===== config.mk =====
export PLATFORM = sky130hd
export DESIGN_NAME = ex_alu_stage
export DESIGN_NICKNAME = d
export VERILOG_FILES = /design/src/rtl/pa_pkg.sv /design/src/rtl/pa_alu.sv /design/src/rtl/ex_alu_stage.sv
export SDC_FILE = /design/constraint.sdc
export NUM_CORES = 1
export LEC_CHECK = 0
export CORE_ASPECT_RATIO = 0.7
export CORE_MARGIN = 5
export CORE_UTILIZATION = 62
export CTS_BUF_LIST = sky130_fd_sc_hd__clkbuf_8
export DETAILED_ROUTE_END_ITERATION = 12
export HOLD_SLACK_MARGIN = 0.12
export PLACE_DENSITY = 0.93
export SLEW_MARGIN = 20
export SYNTH_ARGS = -nofsm -noshare
export SYNTH_HDL_FRONTEND = slang
export SYNTH_SLANG_ARGS = --single-unit

===== constraint.sdc =====
create_clock -name clk -period 2.7 [get_ports clk]
set_input_delay 0.54 -clock clk [delete_from_list [all_inputs] [get_ports clk]]
set_output_delay 0.54 -clock clk [all_outputs]
set_load 0.02 [all_outputs]

===== src/rtl/pa_pkg.sv =====
// Shared definitions for the adder datapath: opcodes, default widths and
// the execute-stage buffer states.
package pa_pkg;

   localparam int DATA_W_DEF = 32;
   localparam int ADDR_W_DEF = 5;

   localparam logic [1:0] OP_ADD = 2'b00;
   localparam logic [1:0] OP_SUB = 2'b01;
   localparam logic [1:0] OP_AND = 2'b10;
   localparam logic [1:0] OP_OR  = 2'b11;

   typedef enum logic [1:0] {
      EMPTY = 2'b00,
      ONE   = 2'b01,
      TWO   = 2'b10
   } state_e;

endpackage


===== src/rtl/pa_alu.sv =====
// Combinational 2-bit-opcode ALU with signed-overflow flag; a zero
// destination forces both the result and the flag to zero.
module pa_alu
   import pa_pkg::*;
#(
   parameter int DATA_W = DATA_W_DEF
) (
   input  logic [1:0]        opcode,
   input  logic [DATA_W-1:0] a,
   input  logic [DATA_W-1:0] b,
   input  logic              dest_is_zero,
   output logic [DATA_W-1:0] result,
   output logic              overflow
);

   logic [DATA_W-1:0] sum;
   logic [DATA_W-1:0] diff;

   assign sum  = a + b;
   assign diff = a - b;

   always_comb begin
      result   = '0;
      overflow = 1'b0;
      case (opcode)
         OP_ADD: begin
            result   = sum;
            overflow = (a[DATA_W-1] == b[DATA_W-1]) && (sum[DATA_W-1] != a[DATA_W-1]);
         end
         OP_SUB: begin
            result   = diff;
            overflow = (a[DATA_W-1] != b[DATA_W-1]) && (diff[DATA_W-1] != a[DATA_W-1]);
         end
         OP_AND:  result = a & b;
         default: result = a | b;
      endcase
      // Register 0 is hardwired to zero downstream, so never hand it a value.
      if (dest_is_zero) begin
         result   = '0;
         overflow = 1'b0;
      end
   end

endmodule


===== src/rtl/ex_alu_stage.sv =====
// Execute stage: ALU on accept, results held in a head/skid pair so that
// writeback backpressure never costs throughput.
module ex_alu_stage
   import pa_pkg::*;
#(
   parameter int DATA_W = DATA_W_DEF,
   parameter int ADDR_W = ADDR_W_DEF,
   parameter int CNT_W  = 16
) (
   input  logic              clk,
   input  logic              rst_n,
   input  logic              in_valid,
   output logic              in_ready,
   input  logic [1:0]        in_opcode,
   input  logic [ADDR_W-1:0] in_dest,
   input  logic [DATA_W-1:0] in_op_a,
   input  logic [DATA_W-1:0] in_op_b,
   output logic              out_valid,
   input  logic              out_ready,
   output logic [ADDR_W-1:0] out_write_addr,
   output logic [DATA_W-1:0] out_write_data,
   output logic              out_overflow,
   output logic [CNT_W-1:0]  retired_count
);

   // Handshake: a transfer happens on a rising edge where valid and ready are
   // both high; valid never waits on ready, and in_ready is purely registered.

   state_e            state;
   state_e            state_next;
   logic              accept;
   logic              deliver;
   logic              load_head_new;
   logic              load_head_skid;
   logic              load_skid;
   logic [DATA_W-1:0] alu_result;
   logic              alu_overflow;
   logic [ADDR_W-1:0] skid_addr;
   logic [DATA_W-1:0] skid_data;
   logic              skid_overflow;

   pa_alu #(.DATA_W(DATA_W)) u_alu (
      .opcode       (in_opcode),
      .a            (in_op_a),
      .b            (in_op_b),
      .dest_is_zero (in_dest == '0),
      .result       (alu_result),
      .overflow     (alu_overflow)
   );

   assign accept  = in_valid & in_ready;
   assign deliver = out_valid & out_ready;

   always_comb begin
      state_next     = state;
      load_head_new  = 1'b0;
      load_head_skid = 1'b0;
      load_skid      = 1'b0;
      case (state)
         EMPTY: begin
            if (accept) begin
               load_head_new = 1'b1;
               state_next    = ONE;
            end
         end
         ONE: begin
            if (accept && deliver) begin
               load_head_new = 1'b1;
            end else if (accept) begin
               load_skid  = 1'b1;
               state_next = TWO;
            end else if (deliver) begin
               state_next = EMPTY;
            end
         end
         TWO: begin
            if (deliver) begin
               load_head_skid = 1'b1;
               state_next     = ONE;
            end
         end
         default: state_next = EMPTY;
      endcase
   end

   always_ff @(posedge clk or negedge rst_n) begin
      if (!rst_n) begin
         state     <= EMPTY;
         out_valid <= 1'b0;
         in_ready  <= 1'b1;
      end else begin
         state     <= state_next;
         out_valid <= (state_next != EMPTY);
         in_ready  <= (state_next != TWO);
      end
   end

   always_ff @(posedge clk or negedge rst_n) begin
      if (!rst_n) begin
         out_write_addr <= '0;
         out_write_data <= '0;
         out_overflow   <= 1'b0;
         skid_addr      <= '0;
         skid_data      <= '0;
         skid_overflow  <= 1'b0;
      end else begin
         if (load_head_new) begin
            out_write_addr <= in_dest;
            out_write_data <= alu_result;
            out_overflow   <= alu_overflow;
         end else if (load_head_skid) begin
            out_write_addr <= skid_addr;
            out_write_data <= skid_data;
            out_overflow   <= skid_overflow;
         end
         if (load_skid) begin
            skid_addr     <= in_dest;
            skid_data     <= alu_result;
            skid_overflow <= alu_overflow;
         end
      end
   end

   always_ff @(posedge clk or negedge rst_n) begin
      if (!rst_n) begin
         retired_count <= '0;
      end else if (deliver) begin
         retired_count <= retired_count + {{(CNT_W-1){1'b0}}, 1'b1};
      end
   end

endmodule

==> impl_results.md, run 1 <==
- Status: aborted with a tool error
- Stop stage: global routing (5_1_grt)
- Stop err: [ERROR GRT-0116] Global routing finished with congestion. Check the congestion regions in the DRC Viewer.
- Chip width: ~160 um
- Post-Syn Nets: between 1k and 1.5k
- Post-synthesis instance total: approximately 1.2k
- First-pass GRT wire length: 114000 um
- Initial Utilization: 0.636
- # clock sinks: 96
- Mean area per synthesized cell: approximately 7.8 um^2
- Port bufs: 130
- Main synth FF type: dfrtp_1
- Mapped Area: between 9000 and 10000 um^2
- Sequential share of the synthesized area: 0.256
- Largest net degree at the start of global routing: ~110
- Max clock buf depth: 2
- Synth Warn #: 0
- EDFF count, synth: 0
- Inserted Clock Buffers: 9
- H-tree depth: 3
- Grt total ovfl: around 260
- RD Place Congestion: 1.13
- Row count: 37
- Post-DP HPWL: 29600 um
- Root buffer cell: clkbuf_8
- Aggregate global-route resource usage: 0.839
- Die height: between 100 and 150 um
- Register bit total from synthesis: between 90 and 100
- Dpl cell area: 12800 um^2
- Async S/R FF share, synth: 1.00
- # IOs: around 130
- Vias in the first global route: around 17k
- Post-synthesis cell type count: 93
-- synthesized netlist by cell type, drive strengths merged, types with 8 or more instances --
| master | number | area share |
|---|---|---|
| nor4 | 13 | 0.0087 |
| nand4 | 13 | 0.0087 |
| a21o | 17 | 0.014 |
| a211oi | 15 | 0.013 |
| or3 | 8 | 0.0063 |
| or2 | 8 | 0.0053 |
| o31ai | 21 | 0.019 |
| nand2 | 192 | 0.077 |
| a22oi | 11 | 0.0088 |
| a31oi | 16 | 0.011 |
| nor2 | 73 | 0.030 |
| and2 | 9 | 0.0060 |
| ha | 111 | 0.15 |
| nand2b | 11 | 0.0073 |
| o21ai | 90 | 0.048 |
| and3 | 12 | 0.0080 |
| nand3 | 27 | 0.015 |
| a21oi | 89 | 0.049 |
| o21bai | 11 | 0.0088 |
| dfrtp | 95 | 0.25 |
| nor2b | 12 | 0.0083 |
| xnor2 | 30 | 0.028 |
| inv | 102 | 0.041 |
| clkbuf | 45 | 0.019 |
| o211ai | 20 | 0.016 |
| nor3 | 22 | 0.012 |
| buf | 21 | 0.014 |
| mux2i | 19 | 0.020 |
-- logic make-up after synthesis --
logic type	Yosys count	synth area share
compound gates	351	0.249
fa+ha+maj	113	0.152
xor+xnor	37	0.0345
simple gates	412	0.205
mux	26	0.0306
buf+inv	169	0.0739
flops	96	0.256
-- per-layer routing --
layer | GRT overflow | global-route usage
met5 | 1 | 0.331
met4 | 98 | 0.861
met3 | 7 | 0.768
met2 | 149 | 0.954
met1 | 0 | 0.822
-- what timing repair did --
item                                    CTS
hold endpoints to repair                  0
hold buffers                              0
endpoints found under the setup margin   56
pin swaps                               120
buffers inserted                         64
gates resized for setup                 405
-- stage by stage --
step / utilization / std cells / setup WS (ps)
floorplan: - / 1204 / -89.4
global placement: 0.870 / 1722 / -942
detailed placement: 0.870 / 1722 / -1140
CTS: 0.978 / 1794 / -152
==> run 2, diff against run 1 <==
- CORE_ASPECT_RATIO: 0.7 -> not set
- CORE_UTILIZATION: 62 -> 40
- CTS_BUF_LIST: sky130_fd_sc_hd__clkbuf_8 -> not set
- HOLD_SLACK_MARGIN: 0.12 -> not set
- PLACE_DENSITY: 0.93 -> not set
- PLACE_DENSITY_LB_ADDON: not set -> 0.15
==> run 2 against run 1 <==
The flow now finishes, with violations (setup timing). Area after synthesis unchanged. Synthesized cell count unchanged.
==> impl_results.md, run 2 <==
- Status: complete, but fails checks
- Failing checks: setup timing
- Synth area leaders: dfrtp_1, ha_1, nand2_1
- Port bufs: between 100 and 150
- Register bit total from synthesis: 96
- Hold WS: 168 ps
- Mapped Area: 9400 um^2
- Max VDD drop: between 0.0003 and 0.0004 V
- Regs by FF count: out_write_data: 32 flops, skid_data: 32 flops, retired_count: 16 flops
- Critical path class: in -> reg
- First-pass GRT wire length: ~55000 um
- Syn-to-layout area delta: 64.0%
- Worst Path Max Fanout: 3
- Leak: slightly above 7 nW
- Vias post-DR: 10.5k
- Post-synthesis cell type count: 93
- Post-route worst setup slack: -132 ps
- Post-Syn Nets: 1392
- Dpl cell area: about 13000 um^2
- Worst Clk Skew: about 5.5 ps
- Async S/R FF share, synth: 1.00
- Fin cells: 1962
- Top post-synthesis cells by count: nand2_1, ha_1, inv_1, dfrtp_1, a21oi_1
- Grt total ovfl: 0
- Main synth FF type: dfrtp_1
- Routed Antenna Nets: 0
- Fmax: between 0.3 and 0.4 GHz
- Root buffer cell: clkbuf_16
- Pre-CTS WS: -1250 ps
- Vias in the first global route: approximately 10k
- Initial Utilization: 0.403
- Chip width: 163 um
- RSZ-0062 raised after global routing: true
- Largest net degree at the start of global routing: between 50 and 60
- Initial detailed-routing violation count: 805
- Type of destination of the critical path: flip-flop
- DRC viols: 0
- Clock Pin Slew Worst Setup and Hold Paths: 70 ps
- Relative slew slack: 0.556
- # IOs: ~130
- Post-synth top area share: 0.253
- CP Launch Type: input port
- Die ar.: roughly 27000 um^2
- Max Slew Vio Count: 0
- Cell type with the largest total area after synthesis: dfrtp_1
- # clock sinks: 96
- Core Box Area: roughly 23000 um^2
- Share of post-route cells with drive strength above 1: 0.420
- Drt via density: 5.34
- Clk_lat worst skew: 350 ps
- # hold bufs at CTS: 0
- Most frequent cells in the layout: buf_4, nand2_1, dfrtp_1, clkdlybuf4s50_1, ha_1
- Drt wl/cell: around 18 um
- Die height: between 150 and 200 um
- Slew @ Worst Pin: about 660 ps
- Worst Hold Class: in -> async
- Util after Layout: 0.661
- Commonest non-fill, non-tap cell in the layout: buf_4
- RD Place Congestion: approximately 0.94
- Aggregate global-route resource usage: 0.256
- Post-route cell area: between 15000 and 20000 um^2
- Total Wirelength: 34900 um
- Post-synthesis instance total: around 1.2k
- Pwr dens: 558 nW/um^2
- Final Hold Fails: 0
- Initial antenna violation count: 0
- EDFF count, synth: 0
- Post-DP HPWL: around 26000 um
- Critical Path AT: roughly 3100 ps
- Placed Cells: 1880
- # Max-Cap Violations: 0
- TritonCTS clock tree: done
- Nets: ~1.8k
- Worst endpoint required time: about 2900 ps
- Row count: 56
- Sequential share of the synthesized area: 0.256
- Crit share post-route: 1.05
- Inserted Clock Buffers: 9
- H-tree depth: 3
- Mean area per synthesized cell: 7.81 um^2
- Count leader, synth: nand2_1
- Antenna Cells: 0
- Synth Warn #: 0
- Minimum clock period: between 2000 and 3000 ps
- Max clock buf depth: 2
- DRT Pass-1 Iters: 6
- Final Setup Violations: 16
-- run 2: final timing paths --
kind                                               start                             end  slack, ps  cells after the start
max                                          in_op_b[17]       skid_overflow$_DFFE_PN0P_       -130                     16
min                                                rst_n   retired_count[14]$_DFFE_PN0P_        170                      1
max reg2reg                           in_ready$_DFF_PN1_       skid_data[13]$_DFFE_PN0P_        840                      5
min reg2reg                retired_count[15]$_DFFE_PN0P_   retired_count[15]$_DFFE_PN0P_        470                      1
max in group asynchronous                          rst_n  out_write_data[28]$_DFFE_PN0P_       1840                      2
min in group clk           retired_count[15]$_DFFE_PN0P_   retired_count[15]$_DFFE_PN0P_        470                      1
-- run 2: repair_timing --
action / 4_1_cts / 5_1_grt
pin swaps: 114 / 97
setup buffers: 61 / 16
gates resized for setup: 405 / 128
endpoints found under the setup margin: 54 / 45
-- run 2: cell type report --
cell class	instances	area, um^2
Clock inverter	7	75.1
Sequential cell	96	2400
Tap cell	319	399
Clock buffer	9	225
Multi-Input combinational cell	939	7760
Fill cell	2020	7920
Timing Repair Buffer	489	4130
Inverter	103	415
-- run 2: layer usage --
metal | part of all wire | GRT usage | wire (um)
met5 | 0 | 0 | 0
met4 | 0.014 | 0.0457 | 481
met1 | 0.48 | 0.383 | 16600
met2 | 0.45 | 0.404 | 15700
met3 | 0.061 | 0.0283 | 2110
-- run 2: kinds of logic after synthesis --
family | after synthesis | synth area share
buffers and inverters | 169 | 0.0739
adders and majority gates | 113 | 0.152
DFF | 96 | 0.256
xor gates and xnor gates | 37 | 0.0345
and+or+nand+nor | 412 | 0.205
muxes | 26 | 0.0306
AOI/OAI and AO/OA | 351 | 0.249
-- run 2: where the power goes --
group	internal [mW]	total, mW	switching [mW]
Clock	0.655	1.27	0.613
Combinational	2.33	4.88	2.56
Sequential	2.06	2.45	0.388
Total	5.04	8.60	3.56
-- run 2: per-stage QoR --
| step | power (mW) | TNS (ps) |
|---|---|---|
| global placement | 6.75 | -47860 |
| global route | 9.19 | -2910 |
| finish | 8.60 | -766 |
| floorplan | 4.77 | -497 |
| detailed placement | 6.81 | -50680 |
| CTS | 8.41 | -521 |
-- run 2: worst max-delay path: stages --
cell and delay (ps):
buf_8 80, inv_4 30, ha_4 280, buf_6 100, buf_6 90, nand4_1 190
nor4_4 310, o21ai_1 110, buf_4 170, a21oi_4 160, nor2_4 70, a41oi_2 220
buf_4 160, mux2i_2 200, nand2_2 90, mux2_4 260
No activity file was read; power rests on OpenSTA's default activity.
==> run 3, diff against run 2 <==
- CAP_MARGIN: not set -> 25
- CTS_CLUSTER_SIZE: not set -> 28
- GPL_TIMING_DRIVEN: not set -> 0
==> run 3 against run 2 <==
The run still ends with setup timing left. Clock skew increased by 3.0 ps. Non-clock buffer count decreased by 205. First-iteration DRC count increased by 9.1%. Sequential power about the same. Count of clock-buffer cells in the layout increased by 2. Register-to-register slack got worse by 580 ps. Die area unchanged.
==> impl_results.md, run 3 (synthesized netlist as in run 2, its figures left out) <==
- Die height: around 160 um
- Max Slew Vio Count: 0
- Routed Antenna Nets: 0
- Vias post-DR: 10.0k
- Final Hold Fails: 0
- Grt total ovfl: 0
- Most frequent cells in the layout: nand2_1, dfrtp_1, buf_4, ha_1, clkdlybuf4s50_1
- Slew @ Worst Pin: 712 ps
- # clock sinks: 96
- Critical path class: in -> reg
- Total Wirelength: between 30000 and 40000 um
- Fmax: 0.350 GHz
- Root buffer cell: clkbuf_16
- TritonCTS clock tree: done
- CP Launch Type: input port
- DRT Pass-1 Iters: 6
- Die ar.: ~27000 um^2
- Worst Path Max Fanout: 4
- Clock Pin Slew Worst Setup and Hold Paths: approximately 70 ps
- Commonest non-fill, non-tap cell in the layout: nand2_1
- Inserted Clock Buffers: 9
- Initial detailed-routing violation count: around 880
- Chip width: ~160 um
- RD Place Congestion: a little under 1
- Nets: 1621
- Post-DP HPWL: 26000 um
- # Max-Cap Violations: 0
- Antenna Cells: 0
- Most used cell, CP: buf_4
- Post-route worst setup slack: -158 ps
- RSZ-0062 raised after global routing: true
- # IOs: approximately 130
- Regs by FF count: out_write_data: 32 flops, skid_data: 32 flops, retired_count: 16 flops
- Fill cells: ~2.2k
- Core Box Area: between 20000 and 25000 um^2
- Pwr dens: 614 nW/um^2
- First-pass GRT wire length: about 55000 um
- Max clock buf depth: 2
- Final Setup Violations: 29
- Status: complete, but fails checks
- Row count: 56
- Worst Hold Class: in -> async
- Aggregate global-route resource usage: 0.259
- Crit share post-route: 1.06
- Critical Path AT: about 3100 ps
- Port bufs: 130
- Critical-path top delay cell: o311ai_4
- Reg-to-reg slack, setup: 260 ps
- Drt via density: between 5 and 6
- Total power: 8.43 mW
- DRC viols: 0
- Max incr delay on CP: between 300 and 400 ps
- Type of destination of the critical path: flip-flop
- Share of post-route cells with drive strength above 1: 0.318
- Failing checks: setup timing
- Relative slew slack: 0.518
- H-tree depth: 3
- Worst endpoint required time: a little under 3000 ps
- Syn-to-layout area delta: 46.0%
- Max VDD drop: 0.000435 V
- Critical path, cell by cell: buf_8, clkinvlp_4, ha_4, nor2_4, o311ai_4, a2111oi_4, o211ai_1, buf_4, o21ai_4, buf_6, a211o_1, a2111oi_2, buf_4, nand2_1, o21ai_1
- Vias in the first global route: around 9.8k
- Initial Utilization: 0.403
- Leak: between 6 and 7 nW
- Post-route cell area: 13700 um^2
- Largest net degree at the start of global routing: 69
- Drt wl/cell: 20.3 um
- Dpl cell area: ~11000 um^2
- Minimum clock period: 2860 ps
- Clk_lat worst skew: 340 ps
- # hold bufs at CTS: 0
- Initial antenna violation count: 0
- Worst Clk Skew: approximately 8.5 ps
-- run 3: changes by cell type in the layout (fill, tap and decap cells not counted), sizes merged --
| cell | delta |
|---|---|
| clkinv | -1 |
| clkbuf | +45 |
| inv | -6 |
| buf | -248 |
| clkinvlp | +3 |
| bufinv | +2 |
-- run 3: final timing paths --
check / startpoint / cells after the start / to
worst max-delay path: in_op_b[1] / 15 / out_write_data[23]$_DFFE_PN0P_
worst min-delay path: rst_n / 1 / retired_count[14]$_DFFE_PN0P_
max in group asynchronous: rst_n / 2 / in_ready$_DFF_PN1_
worst max register to register: in_ready$_DFF_PN1_ / 8 / out_write_data[26]$_DFFE_PN0P_
worst min register to register: retired_count[15]$_DFFE_PN0P_ / 1 / retired_count[15]$_DFFE_PN0P_
min in group clk: retired_count[15]$_DFFE_PN0P_ / 1 / retired_count[15]$_DFFE_PN0P_
-- run 3: worst max-delay path, delay by kind of cell --
family,cells,cell delay (ps)
compound gates,7,1460
buf+inv,5,720
fa+ha+maj,1,310
simple gates,2,90
-- run 3: metal layers --
metal	track usage	wire (um)	part of all wire
met1	0.349	15500	0.44
met2	0.427	16300	0.46
met3	0.0373	2700	0.076
met4	0.0846	1150	0.032
met5	0	0	0
-- run 3: per-stage QoR --
stage / cells / utilization / hold slack [ps] / setup WS (ps) / TNS, ps
after global placement: 1653 / 0.486 / 459 / -2560 / -309640
after global routing: 1757 / 0.588 / 82.0 / -225 / -5090
after CTS: 1745 / 0.571 / 63.9 / -115 / -1130
after floorplan: 1204 / - / 244 / -89.4 / -497
after detailed placement: 1654 / 0.487 / 434 / -1420 / -66190
final: 1757 / 0.588 / 68.8 / -158 / -2640
-- run 3: report_power, final --
part | switching, mW | internal (mW) | total, mW
registers | 0.387 | 2.06 | 2.45
logic | 2.58 | 2.01 | 4.59
clock network | 0.532 | 0.860 | 1.39
total | 3.50 | 4.93 | 8.43
-- run 3: area by class of cell --
type | instances | area [um^2] | area share
tap | 319 | 399 | 0.0291
clock buffer | 11 | 253 | 0.0184
clock inverter | 5 | 78.8 | 0.00575
timing repair buffer | 225 | 2070 | 0.151
buffer | 59 | 354 | 0.0258
sequential | 96 | 2400 | 0.175
multi-input combinational | 939 | 7720 | 0.562
inverter | 103 | 449 | 0.0327
-- run 3: repair_timing --
| action | in CTS | in global routing |
|---|---|---|
| setup buffers | 74 | 21 |
| pin swaps | 121 | 75 |
| gates cloned | 2 | 0 |
| endpoints found under the setup margin | 62 | 61 |
| gates resized for setup | 477 | 100 |
| hold endpoints to repair | 0 | 0 |
==> run 4, diff against run 3 <==
- PLACE_DENSITY: not set -> 0.58
- PLACE_DENSITY_LB_ADDON: 0.15 -> not set
- SLEW_MARGIN: 20 -> not set
==> run 4 against run 3 <==
The flow still finishes with violations (setup timing). Setup slack worse by 83 ps. Die area did not move. Clock power up 5%. Wire length down 0.83%. Non-clock buffer count increased by 23. Flip-flop and latch count is the same. Utilization up 0.75 points. Register-to-register slack improved by 40 ps. Critical path type unchanged. Critical endpoint is now out_write_data[21]$_DFFE_PN0P_. Largest power group unchanged. Highest routed layer unchanged.
==> impl_results.md, run 4 (synthesized netlist as in run 2, its figures left out) <==
- Relative slew slack: 0.469
- Critical Path AT: 3140 ps
- Die ar.: between 20000 and 30000 um^2
- Most frequent cells in the layout: nand2_1, buf_4, dfrtp_1, ha_1, clkdlybuf4s50_1
- Commonest non-fill, non-tap cell in the layout: nand2_1
- RSZ-0062 raised after global routing: true
- Final Hold Fails: 0
- Max VDD drop: around 0.00043 V
- Initial detailed-routing violation count: slightly below 800
- # Max-Cap Violations: 0
- Critical path, cell by cell: buf_4, inv_4, ha_4, buf_4, inv_4, o311ai_4, buf_4, a2111oi_4, o211ai_1, buf_4, o21ai_4, buf_6, mux2i_2, xor2_1, o21ai_2, o22ai_2
- Initial antenna violation count: 0
- DRC viols: 0
- Syn-to-layout area delta: 47.8%
- # IOs: around 130
- Vias in the first global route: 9590
- Reg-to-reg critical path endpoint: out_write_data[26]$_DFFE_PN0P_
- Port bufs: 130
- Total power: about 8.5 mW
- Area taken by multi-input logic gates: 7670 um^2
- Worst Clk Skew: 8.90 ps
- Worst Hold Class: in -> async
- Grt total ovfl: 0
- Max incr delay on CP: approximately 370 ps
- TritonCTS clock tree: done
- Row count: 56
- Chip width: 163 um
- Failing checks: setup timing
- Worst Path Max Fanout: 4
- Clk_lat worst skew: 340 ps
- Regs by FF count: out_write_data: 32 flops, skid_data: 32 flops, retired_count: 16 flops
- Type of destination of the critical path: flip-flop
- Fmax: 0.340 GHz
- Most used cell, CP: buf_4
- Worst endpoint required time: around 2900 ps
- Pre-CTS WS: -1480 ps
- Die height: 163 um
- Inserted Clock Buffers: 9
- Share of post-route cells with drive strength above 1: 0.323
- CP Launch Type: input port
- First-pass GRT wire length: approximately 54000 um
- Clock Pin Slew Worst Setup and Hold Paths: ~60 ps
- Vias post-DR: approximately 10k
- Placed Cells: approximately 1.7k
- Leak: roughly 6.1 nW
- Nets: roughly 1.6k
- Aggregate global-route resource usage: 0.256
- Critical-path top delay cell: a2111oi_4
- R2r startpoint: in_ready$_DFF_PN1_
- Reg-to-reg slack, setup: 300 ps
- Minimum clock period: just under 3000 ps
- Sequential cell area: 2400 um^2
- Total Wirelength: 35400 um
- FF-to-FF path depth: 8
- CP bufs+invs: 7
- Slew @ Worst Pin: 788 ps
- H-tree depth: 3
- # clock sinks: between 90 and 100
- Post-route worst setup slack: -241 ps
- Grt met2 use: 0.411
- Pwr dens: 610 nW/um^2
- Delay-heaviest family, CP: compound AO/OA/AOI/OAI gates
- Final Setup Violations: 36
- Status: complete, but fails checks
- Post-DP HPWL: between 20000 and 30000 um
- Drt via density: ~5.6
- GR Layer Usage met1: 0.353
- # hold bufs at CTS: 0
- Fill cells: 2124
- Routed Antenna Nets: 0
- DRT Pass-1 Iters: 5
- Critical path class: in -> reg
- Hold WS: 112 ps
- RD Place Congestion: roughly 0.96
- Antenna Cells: 0
- Fin cells: 1779
- Met3 usage in global routing: 0.0366
- Largest net degree at the start of global routing: approximately 70
- Grt peak-use layer: met2
- Root buffer cell: clkbuf_16
- Max Slew Vio Count: 0
- Setup TNS: -3380 ps
- Max clock buf depth: 2
- Crit share post-route: 1.09
- Drt wl/cell: around 20 um
- Core Box Area: 23300 um^2
- Initial Utilization: 0.403
run 4: cell types whose count changed in the layout (fill, tap and decap cells not counted), sizes merged, moves of 2 or more:
cell           previous run  this run
buf                     147       166
clkdlybuf4s15             5         8
clkinv                    4         1
clkinvlp                  5         3
inv                      97       101
run 4: power breakdown:
part	switching [mW]	total, mW	internal, mW
Clock	0.539	1.46	0.925
Combinational	2.54	4.57	2.03
Sequential	0.387	2.45	2.06
Total	3.47	8.48	5.01
run 4: metal layers:
layer  vias to the layer above  share of wire
met1                      4762           0.45
met2                       401           0.45
met3                        79          0.064
li1                       4715              -
met5                         -              0
met4                         0          0.034
run 4: what timing repair did:
item,4_1_cts,5_1_grt
hold endpoints to repair,0,0
endpoints found under the setup margin,63,65
cloned,2,0
buffers inserted,90,25
gates resized for setup,453,122
pin swaps,121,95
run 4: through the flow:
stage	cell area, um^2	utilization
3_5_place_dp	11400	0.487
5_1_grt	13900	0.596
6_report	13900	0.596
3_3_place_gp	11300	0.486
4_1_cts	13400	0.573
2_1_floorplan	9630	-
run 4: final cells by class:
type / count / area share
clock buffer: 10 / 0.0172
inverter: 103 / 0.0309
multi-input combinational: 939 / 0.552
buffer: 61 / 0.0274
tap: 319 / 0.0287
sequential: 96 / 0.173
timing repair buffer: 246 / 0.163
clock inverter: 5 / 0.00756
run 4: worst max-delay path by stage:
stage	start	to	slack, ps	cells after the start
final	in_op_b[3]	out_write_data[21]$_DFFE_PN0P_	-240	16
after global routing	in_op_b[3]	out_write_data[21]$_DFFE_PN0P_	-290	16
after CTS	in_op_b[0]	skid_data[26]$_DFFE_PN0P_	-90	13
after detailed placement	in_op_b[1]	out_write_data[23]$_DFFE_PN0P_	-1480	12
after global placement	rst_n	skid_data[21]$_DFFE_PN0P_	-2590	1
after floorplan	in_op_b[6]	skid_data[19]$_DFFE_PN0P_	-90	12
